==> src/rtl/floor_request_queue_if.sv <==
// Request/response bundle between the call-button side and floor_request_queue.
// Carries the pos0Mem/deletePos0 pair shared with floor_comparator.
interface floor_request_queue_if #(
  parameter int unsigned DEPTH   = 4,
  parameter int unsigned FLOOR_W = 2
);
  localparam int unsigned CNT_W = $clog2(DEPTH) + 1;

  logic               reqValid;
  logic [FLOOR_W-1:0] reqFloor;
  logic [FLOOR_W-1:0] actualFloor;
  logic               deletePos0;
  logic [FLOOR_W-1:0] pos0Mem;
  logic               empty;
  logic               full;
  logic [CNT_W-1:0]   count;
  logic               reqAccepted;
  logic               reqRejected;

  modport master (
    output reqValid, reqFloor, actualFloor, deletePos0,
    input  pos0Mem, empty, full, count, reqAccepted, reqRejected
  );

  modport slave (
    input  reqValid, reqFloor, actualFloor, deletePos0,
    output pos0Mem, empty, full, count, reqAccepted, reqRejected
  );
endinterface

==> src/rtl/floor_request_queue.sv <==
// Circular queue of distinct pending floor requests; head drives pos0Mem and is
// retired on each rising edge of deletePos0.
module floor_request_queue #(
  parameter int unsigned DEPTH   = 4,
  parameter int unsigned FLOOR_W = 2
) (
  input logic                  clk,
  input logic                  rst_n,
  floor_request_queue_if.slave bus
);
  localparam int unsigned PTR_W = $clog2(DEPTH);
  localparam int unsigned CNT_W = PTR_W + 1;

  logic [FLOOR_W-1:0] r_mem [DEPTH];
  logic [DEPTH-1:0]   r_vld;
  logic [PTR_W-1:0]   r_rd_ptr;
  logic [PTR_W-1:0]   r_wr_ptr;
  logic [CNT_W-1:0]   r_count;
  logic               r_del_prev;
  logic               r_acc;
  logic               r_rej;

  logic               w_empty;
  logic               w_full;
  logic               w_pop;
  logic               w_dup;
  logic               w_push;
  logic [CNT_W-1:0]   w_count_nxt;

  assign w_empty = (r_count == '0);
  assign w_full  = (r_count == CNT_W'(DEPTH));
  assign w_pop   = bus.deletePos0 & ~r_del_prev & ~w_empty;

  // The head being popped this cycle still counts as stored for duplicate checks.
  always_comb begin
    w_dup = 1'b0;
    for (int i = 0; i < DEPTH; i++) begin
      if (r_vld[i] && (r_mem[i] == bus.reqFloor)) w_dup = 1'b1;
    end
  end

  assign w_push = bus.reqValid & ~(w_full & ~w_pop) & ~w_dup
                & ~(w_empty & (bus.reqFloor == bus.actualFloor));

  assign w_count_nxt = r_count + {{(CNT_W-1){1'b0}}, w_push}
                               - {{(CNT_W-1){1'b0}}, w_pop};

  always_ff @(posedge clk or negedge rst_n) begin
    if (!rst_n) begin
      for (int i = 0; i < DEPTH; i++) r_mem[i] <= '0;
      r_vld      <= '0;
      r_rd_ptr   <= '0;
      r_wr_ptr   <= '0;
      r_count    <= '0;
      r_del_prev <= 1'b1;
      r_acc      <= 1'b0;
      r_rej      <= 1'b0;
    end else begin
      r_del_prev <= bus.deletePos0;
      r_acc      <= bus.reqValid & w_push;
      r_rej      <= bus.reqValid & ~w_push;
      r_count    <= w_count_nxt;
      if (w_pop) begin
        r_vld[r_rd_ptr] <= 1'b0;
        r_rd_ptr        <= r_rd_ptr + PTR_W'(1);
      end
      // Placed after the pop so a full-queue push into the freed slot wins.
      if (w_push) begin
        r_mem[r_wr_ptr] <= bus.reqFloor;
        r_vld[r_wr_ptr] <= 1'b1;
        r_wr_ptr        <= r_wr_ptr + PTR_W'(1);
      end
    end
  end

  // Idle queue reflects the car's own floor so the comparator sits in stop.
  assign bus.pos0Mem     = w_empty ? bus.actualFloor : r_mem[r_rd_ptr];
  assign bus.empty       = w_empty;
  assign bus.full        = w_full;
  assign bus.count       = r_count;
  assign bus.reqAccepted = r_acc;
  assign bus.reqRejected = r_rej;
endmodule

==> src/flat_wrapper.sv <==
// flat-port wrapper written by rule: the top's interface ports become plain ports
module floor_request_queue_flat 
#(
  parameter int unsigned DEPTH   = 4,
  parameter int unsigned FLOOR_W = 2
)
  (clk, rst_n, bus_reqValid, bus_reqFloor, bus_actualFloor, bus_deletePos0, bus_pos0Mem, bus_empty, bus_full, bus_count, bus_reqAccepted, bus_reqRejected);
  floor_request_queue_if #(.DEPTH(DEPTH), .FLOOR_W(FLOOR_W)) bus_i ();
  input logic clk;
  input logic rst_n;
  input wire logic [$bits(bus_i.reqValid)-1:0] bus_reqValid;
  input wire logic [$bits(bus_i.reqFloor)-1:0] bus_reqFloor;
  input wire logic [$bits(bus_i.actualFloor)-1:0] bus_actualFloor;
  input wire logic [$bits(bus_i.deletePos0)-1:0] bus_deletePos0;
  output wire logic [$bits(bus_i.pos0Mem)-1:0] bus_pos0Mem;
  output wire logic [$bits(bus_i.empty)-1:0] bus_empty;
  output wire logic [$bits(bus_i.full)-1:0] bus_full;
  output wire logic [$bits(bus_i.count)-1:0] bus_count;
  output wire logic [$bits(bus_i.reqAccepted)-1:0] bus_reqAccepted;
  output wire logic [$bits(bus_i.reqRejected)-1:0] bus_reqRejected;
  assign bus_i.reqValid = bus_reqValid;
  assign bus_i.reqFloor = bus_reqFloor;
  assign bus_i.actualFloor = bus_actualFloor;
  assign bus_i.deletePos0 = bus_deletePos0;
  assign bus_pos0Mem = bus_i.pos0Mem;
  assign bus_empty = bus_i.empty;
  assign bus_full = bus_i.full;
  assign bus_count = bus_i.count;
  assign bus_reqAccepted = bus_i.reqAccepted;
  assign bus_reqRejected = bus_i.reqRejected;
  floor_request_queue #(.DEPTH(DEPTH), .FLOOR_W(FLOOR_W)) u_core (.clk(clk), .rst_n(rst_n), .bus(bus_i));
endmodule
==> config.mk <==
export PLATFORM = sky130hd
export DESIGN_NAME = floor_request_queue_flat
export DESIGN_NICKNAME = d
export VERILOG_FILES = /design/src/rtl/floor_request_queue_if.sv /design/src/rtl/floor_request_queue.sv /design/src/flat_wrapper.sv
export SDC_FILE = /design/constraint.sdc
export NUM_CORES = 1
export LEC_CHECK = 0
export CAP_MARGIN = 0
export CORE_AREA = 4 4 90 50
export CTS_CLUSTER_DIAMETER = 50
export DETAILED_ROUTE_END_ITERATION = 10
export DIE_AREA = 0 0 94 54
export SLEW_MARGIN = 10
export SYNTH_ARGS = -nofsm -noshare
export SYNTH_HDL_FRONTEND = slang
export SYNTH_SLANG_ARGS = --single-unit
==> constraint.sdc <==
create_clock -name clk -period 2.1 [get_ports clk]
set_input_delay 0.42 -clock clk [delete_from_list [all_inputs] [get_ports clk]]
set_output_delay 0.42 -clock clk [all_outputs]
set_load 0.05 [all_outputs]
* Yosys cells after proc, flatten, opt, wreduce, memory -nomap -nowiden *
Index checks and enable logic that the tools add are counted.

word-level totals
  word-level logic and storage cells = 74
  bits in registers = 22
  output and inout port bits = 9

operators by class
  add/subtract/negate cells = 4
  equality and inequality tests = 6
  reductions and logical operators = 8
  magnitude comparators = 7
  multiplexer cells = 17
  bitwise operators = 21

operators with widths
  kind                                                                number
  equality test 2 bit                                                 5
  AND 1 bit                                                           9
  bitwise mux 8 bit                                                   1
  2-to-1 mux 2 bit                                                    4
  2-to-1 mux 4 bit                                                    2
  logical AND 1 bit                                                   7
  inverter 1 bit                                                      7
  greater-or-equal comparator 3 bit (second input constant)           2
  less-than comparator 2 x 3 -> 1 bit (second input constant)         2
  2-to-1 mux 1 bit                                                    6
  inverter 2 -> 3 bit                                                 2
  adder 2 x 1 -> 2 bit (second input constant)                        2
  AND 4 bit                                                           1
  binary-select mux 2 bit (select 2 bit)                              1
  demux 1 bit (select 2 bit)                                          2
  demux 2 bit (select 2 bit)                                          1
  greater-or-equal comparator 2 x 1 -> 1 bit (second input constant)  2
  inverter 4 bit                                                      1
  bitwise OR 4 bit                                                    1
  adder 3 x 1 -> 3 bit                                                1
  equality test 3 bit (second input constant)                         1
  zero test 3 bit                                                     1
  less-than comparator 3 x 1 -> 1 bit (second input constant)         1
  subtractor 3 x 1 -> 3 bit                                           1

* Logic depth before layout (Yosys ltp) *
  depth in word-level cells = 11
  depth in mapped cells = 12
  gate-level depth less buffers = 9

* Worst setup path before layout *
Ideal clock, no wire load.

  path kind = reg2reg
  from = register u_core.r_count[2] (netlist: u_core.bus.count[2])
  to = register u_core.r_count[2] (netlist: u_core.bus.count[2])
  stages on the path, launching flop included = 12
  path slack = -0.812 ns
  library setup time = 0.148 ns
  required time = 1.952 ns
  arrival time = 2.763 ns
  cells stage by stage = dfrtp_1 -> nor3b_2 -> nand2_1 -> and4_1 -> buf_2 -> and2_4 -> buf_6 -> ha_1 -> inv_1 -> fa_1 -> xnor2_1 -> xnor2_1

on the way
  elaborated cells on any way between the ends = 14
  classes of those cells = 2 x add/sub; 1 x eq/ne; 10 x bitwise; 1 x reduce/logical

RTL lines
  item                       RTL line                   source
  from (decl)                floor_request_queue.sv:18  logic [CNT_W-1:0] r_count;
  from (signal assigned)     floor_request_queue.sv:62  r_count <= w_count_nxt;
  equality test 3 bit        floor_request_queue.sv:31  assign w_full = (r_count == CNT_W'(DEPTH));
  via bus_full               flat_wrapper.sv:17         output wire logic [$bits(bus_i.full)-1:0] bus_full;
  AND 1 bit                  floor_request_queue.sv:42  assign w_push = bus.reqValid & ~(w_full & ~w_pop) & ~w_dup
  inverter 1 bit             floor_request_queue.sv:42
  AND 1 bit (2 in series)    floor_request_queue.sv:42
  AND 1 bit                  floor_request_queue.sv:43  & ~(w_empty & (bus.reqFloor == bus.actualFloor));
  via u_core.w_push          floor_request_queue.sv:27  logic w_push;
  adder 3 x 1 -> 3 bit       floor_request_queue.sv:45  assign w_count_nxt = r_count + {{(CNT_W-1){1'b0}}, w_push}
  subtractor 3 x 1 -> 3 bit  floor_request_queue.sv:46  - {{(CNT_W-1){1'b0}}, w_pop};
  via u_core.w_count_nxt[2]  floor_request_queue.sv:28  logic [CNT_W-1:0] w_count_nxt;

The timed path passes the listed nets, and every way through them passes these cells.
A chain may end at the register's enable or synchronous reset.

* Final worst setup path *
  from = register u_core.r_count[2] (netlist: u_core.bus.count[2])
  to = register u_core.r_count[2] (netlist: u_core.bus.count[2])

on the way
  longest elaborated chain between the ends = 11
  elaborated cells on any way between the ends = 14
  classes of those cells = 2 x add/sub; 1 x eq/ne; 10 x bitwise; 1 x reduce/logical

ends and longest elaborated chain
  item                           RTL line                   source
  zero test 3 bit                floor_request_queue.sv:30  assign w_empty = (r_count == '0);
  inverter 1 bit                 floor_request_queue.sv:32  assign w_pop = bus.deletePos0 & ~r_del_prev & ~w_empty;
  AND 1 bit                      floor_request_queue.sv:32
  inverter 1 bit                 floor_request_queue.sv:42
  AND 1 bit                      floor_request_queue.sv:42
  inverter 1 bit                 floor_request_queue.sv:42
  AND 1 bit (2 in series)        floor_request_queue.sv:42
  AND 1 bit                      floor_request_queue.sv:43
  adder 3 x 1 -> 3 bit           floor_request_queue.sv:45
  subtractor 3 x 1 -> 3 bit (*)  floor_request_queue.sv:46
  via u_core.w_count_nxt[2]      floor_request_queue.sv:28

The timed path passes the listed nets; every way through them passes the cells marked *.

==> reports/qor.yml <==
route:
  wl_per_cell_um: 14.96
  drtIter0Drc: 35
  dr.pass1.iters: 4
  route.detailed.drc: 0
  vias_per_cell: 4.376
  totalWireLength_mm: 2.827
  drtAntennaViolNets: 0
  vias: 827
timing:
  finalCritPeriodShare: 0.9773
  finalSetupViolations: 0
  rsz0062_at_grt: "true"
  tightest_slew_ps: 501.9
  finalHoldViolCount: 0
  final_max_slew_viol_count: 0
  fin_crit_ps: 2052
  fmax_mhz: 487.2
  clock_skew_ps: 2.827
  relSlewSlack: 0.6644
synthesis:
  synth_area_um2: 1237
  synth_enable_flop_cells: 0
  synth_compound_area_frac: 0.03640
  yosysUniqueCellTypes: 23
  synth_adder_area_share: 0.1173
  yosysMostFrequentCell: "dfrtp_1"
  synthTopCellsByArea: "dfrtp_1 42%, ha_1 10%, xnor2_1 9.9%"
  ys_seq_elements: 22
  syn_inst: 103
  synth-simple-area-share: 0.1193
  synth_ff_type: "dfrtp_1"
  muxShareOfSynthArea: 0.1274
  syn_nets: 122
  async_reset_ff_frac: 1.000
  synth_top_family_by_area: "multiplexers"
  synthXorXnorAreaFrac: 0.09909
  ys_seq_area_frac: 0.4459
  yosys.area.top_type: "dfrtp_1"
  ys_top_cells_by_count: "21 x dfrtp_1, 14 x xnor2_1, 10 x ha_1, 10 x mux2_2, 10 x nand3_1"
  avgSynthCellArea_um2: 12.01
  synth_top_area_share: 0.4247
  yosys_warnings: 0
place:
  dp.cells: 179
  portBuffers: 16
  hpwl_mm: 2.136
  place_congestion: 0.7903
setup_path:
  startpoint_type: "flip-flop"
  end_kind: "flip-flop"
  required_ps: 2250
  arrival_ps: 2200
  crit_end: "u_core.bus.count[2]$_DFF_PN0_"
  crit_path_start: "u_core.bus.count[2]$_DFF_PN0_"
  path_max_fanout: 3
  cp_num_buf_inv: 2
  slowest_stage: "dfrtp_2"
  cp_cell_sequence: "buf_4 -> nor3b_4 -> nand2_1 -> and4_1 -> and2_4 -> ha_4 -> inv_2 -> fa_2 -> xnor2_2 -> xnor2_1"
  path_class: "reg2reg"
  r2r-end: "u_core.bus.count[2]$_DFF_PN0_"
  path_depth: 10
  r2r-start: "u_core.bus.count[2]$_DFF_PN0_"
  crit_path_max_incr_delay_ps: 440
  crit_family: "simple AND/OR/NAND/NOR gates"
  regToRegSetupSlack_ps: 50
  rr_worst_depth: 10
pwr:
  leakagePower_nw: 0.7721
  peakVddDrop_uv: 677.7
  power.total_w: 0.003091
  p_per_area_nw_per_um2: 1791
global_routing:
  grt.total_usage: 0.1239
  grt_pass1_vias: 851
  grt_pass1_wl_mm: 4.512
  overflow: 0
  grt_max_degree: 23
  antenna_found_initial: 0
clock_network:
  clk_latency_ps: 260
  cts_htree_levels: 1
  cts_made_buffers: 3
  cts_tree: "done"
  clock_path_buffers: 2
  hold_buffers: 0
  clock_sinks: 22
  root_buffer: "clkbuf_8"
  clk_pin_slew_ps: 80
finish:
  syn2layout_area_growth_pct: 39.43
  nNetsFinal: 155
  final_cells: 189
  drive_gt1_frac: 0.4296
  fillers: 359
  antenna_cells: 0
floorplanning:
  core-area_um2: 3724
  num_io_pins: 17
  initial_core_util: 0.3323
  die_h_um: 54
  die_w_um: 94
  die_area_um2: 5076
  row_count: 16
run_status:
  status: "completed"
hold_path:
  hold_start: "bus_deletePos0"
  hp-class: "in2reg"
run:
  max_cap_violations: 0
-- where the power goes --
group | internal, W | switching [W]
logic | 0.000907 | 0.000920
clock network | 0.000255 | 0.000140
registers | 0.000644 | 0.000226
-- logic make-up after synthesis --
| family | after synthesis |
|---|---|
| flops | 22 |
| fa+ha+maj | 11 |
| simple gates | 25 |
| xor+xnor | 14 |
| compound gates | 6 |
| buf+inv | 13 |
| mux | 12 |
-- worst min path at each step --
stage | to | slack [ps] | depth (start not counted)
floorplan | u_core.bus.count[0]$_DFF_PN0_ | 120 | 0
global placement | u_core.r_vld[1]$_DFF_PN0_ | 490 | 1
detailed placement | u_core.r_vld[1]$_DFF_PN0_ | 480 | 1
CTS | u_core.bus.reqRejected$_DFF_PN0_ | 510 | 2
global route | u_core.r_del_prev$_DFF_PN1_ | 320 | 1
finish | u_core.r_del_prev$_DFF_PN1_ | 330 | 1
-- metrics by stage --
| step | util | hold slack (ps) | setup WS [ps] | setup TNS, ps | instance area, um^2 |
|---|---|---|---|---|---|
| detailed placement | 0.4143 | 481.7 | -423.7 | -2098 | 1543 |
| global route | 0.4634 | 315.4 | -22.16 | -30.00 | 1725 |
| CTS | 0.4526 | 508.1 | 3.407 | 0 | 1685 |
| finish | 0.4634 | 329.7 | 47.66 | 0 | 1725 |
| global placement | 0.4143 | 486.8 | -356.6 | -1829 | 1543 |
| floorplan | - | 124.4 | -462.4 | -1551 | 1270 |
-- what timing repair did --
item	CTS	global route
buffers inserted	3	3
setup endpoints to repair	4	4
gates resized for setup	11	4
pin swaps	7	1
-- sequential cells by signal, indices dropped and copies added, names as in the netlist --
name / count
u_core.r_rd_ptr: 2
u_core.r_mem: 8
u_core.r_wr_ptr: 2
u_core.r_del_prev: 1
u_core.bus.count: 3
u_core.bus.reqRejected: 1
u_core.r_vld: 4
u_core.bus.reqAccepted: 1
-- worst reg2reg max path, stage by stage, from the launching register on --
cell and delay (ps):
dfrtp_2 440, buf_4 160, nor3b_4 150, nand2_1 50
and4_1 210, and2_4 160, ha_4 120, inv_2 30
fa_2 340, xnor2_2 150, xnor2_1 130
-- cell usage in the layout (no fill, tap or decap), types with 2 or more instances in the layout --
master | synthesis | routed
a22o_1 | 4 | 4
buf_4 | 0 | 17
buf_6 | 2 | 4
clkbuf_8 | 0 | 3
clkdlybuf4s50_1 | 0 | 8
dfrtp_1 | 21 | 17
dfrtp_2 | 0 | 4
dlygate4sd2_1 | 0 | 2
ha_1 | 10 | 9
inv_1 | 8 | 6
inv_2 | 0 | 2
mux2_2 | 10 | 10
mux4_2 | 2 | 2
nand2_1 | 6 | 6
nand3_1 | 10 | 10
o21ai_0 | 2 | 2
xnor2_1 | 14 | 9
xnor2_2 | 0 | 5
-- final cells by class --
type	count	area [um^2]	share of cell area
clock inverter	1	30.03	0.01740
tap	54	67.56	0.03916
clock buffer	3	41.29	0.02393
timing repair buffer	33	302.8	0.1755
sequential	22	556.8	0.3227
inverter	8	30.03	0.01740
multi-input combinational	68	696.9	0.4039
-- layer usage --
layer  up-vias  track usage  wire length (um)  part of all wire
met5         -            0                 0                 0
met3         2      0.04330               123             0.044
met2        13       0.1986              1248              0.44
met1       404       0.1654              1432              0.51
li1        408            -                 -                 -
met4         0      0.02158                22            0.0078
Note: power is estimated with default switching activity, not from simulation.
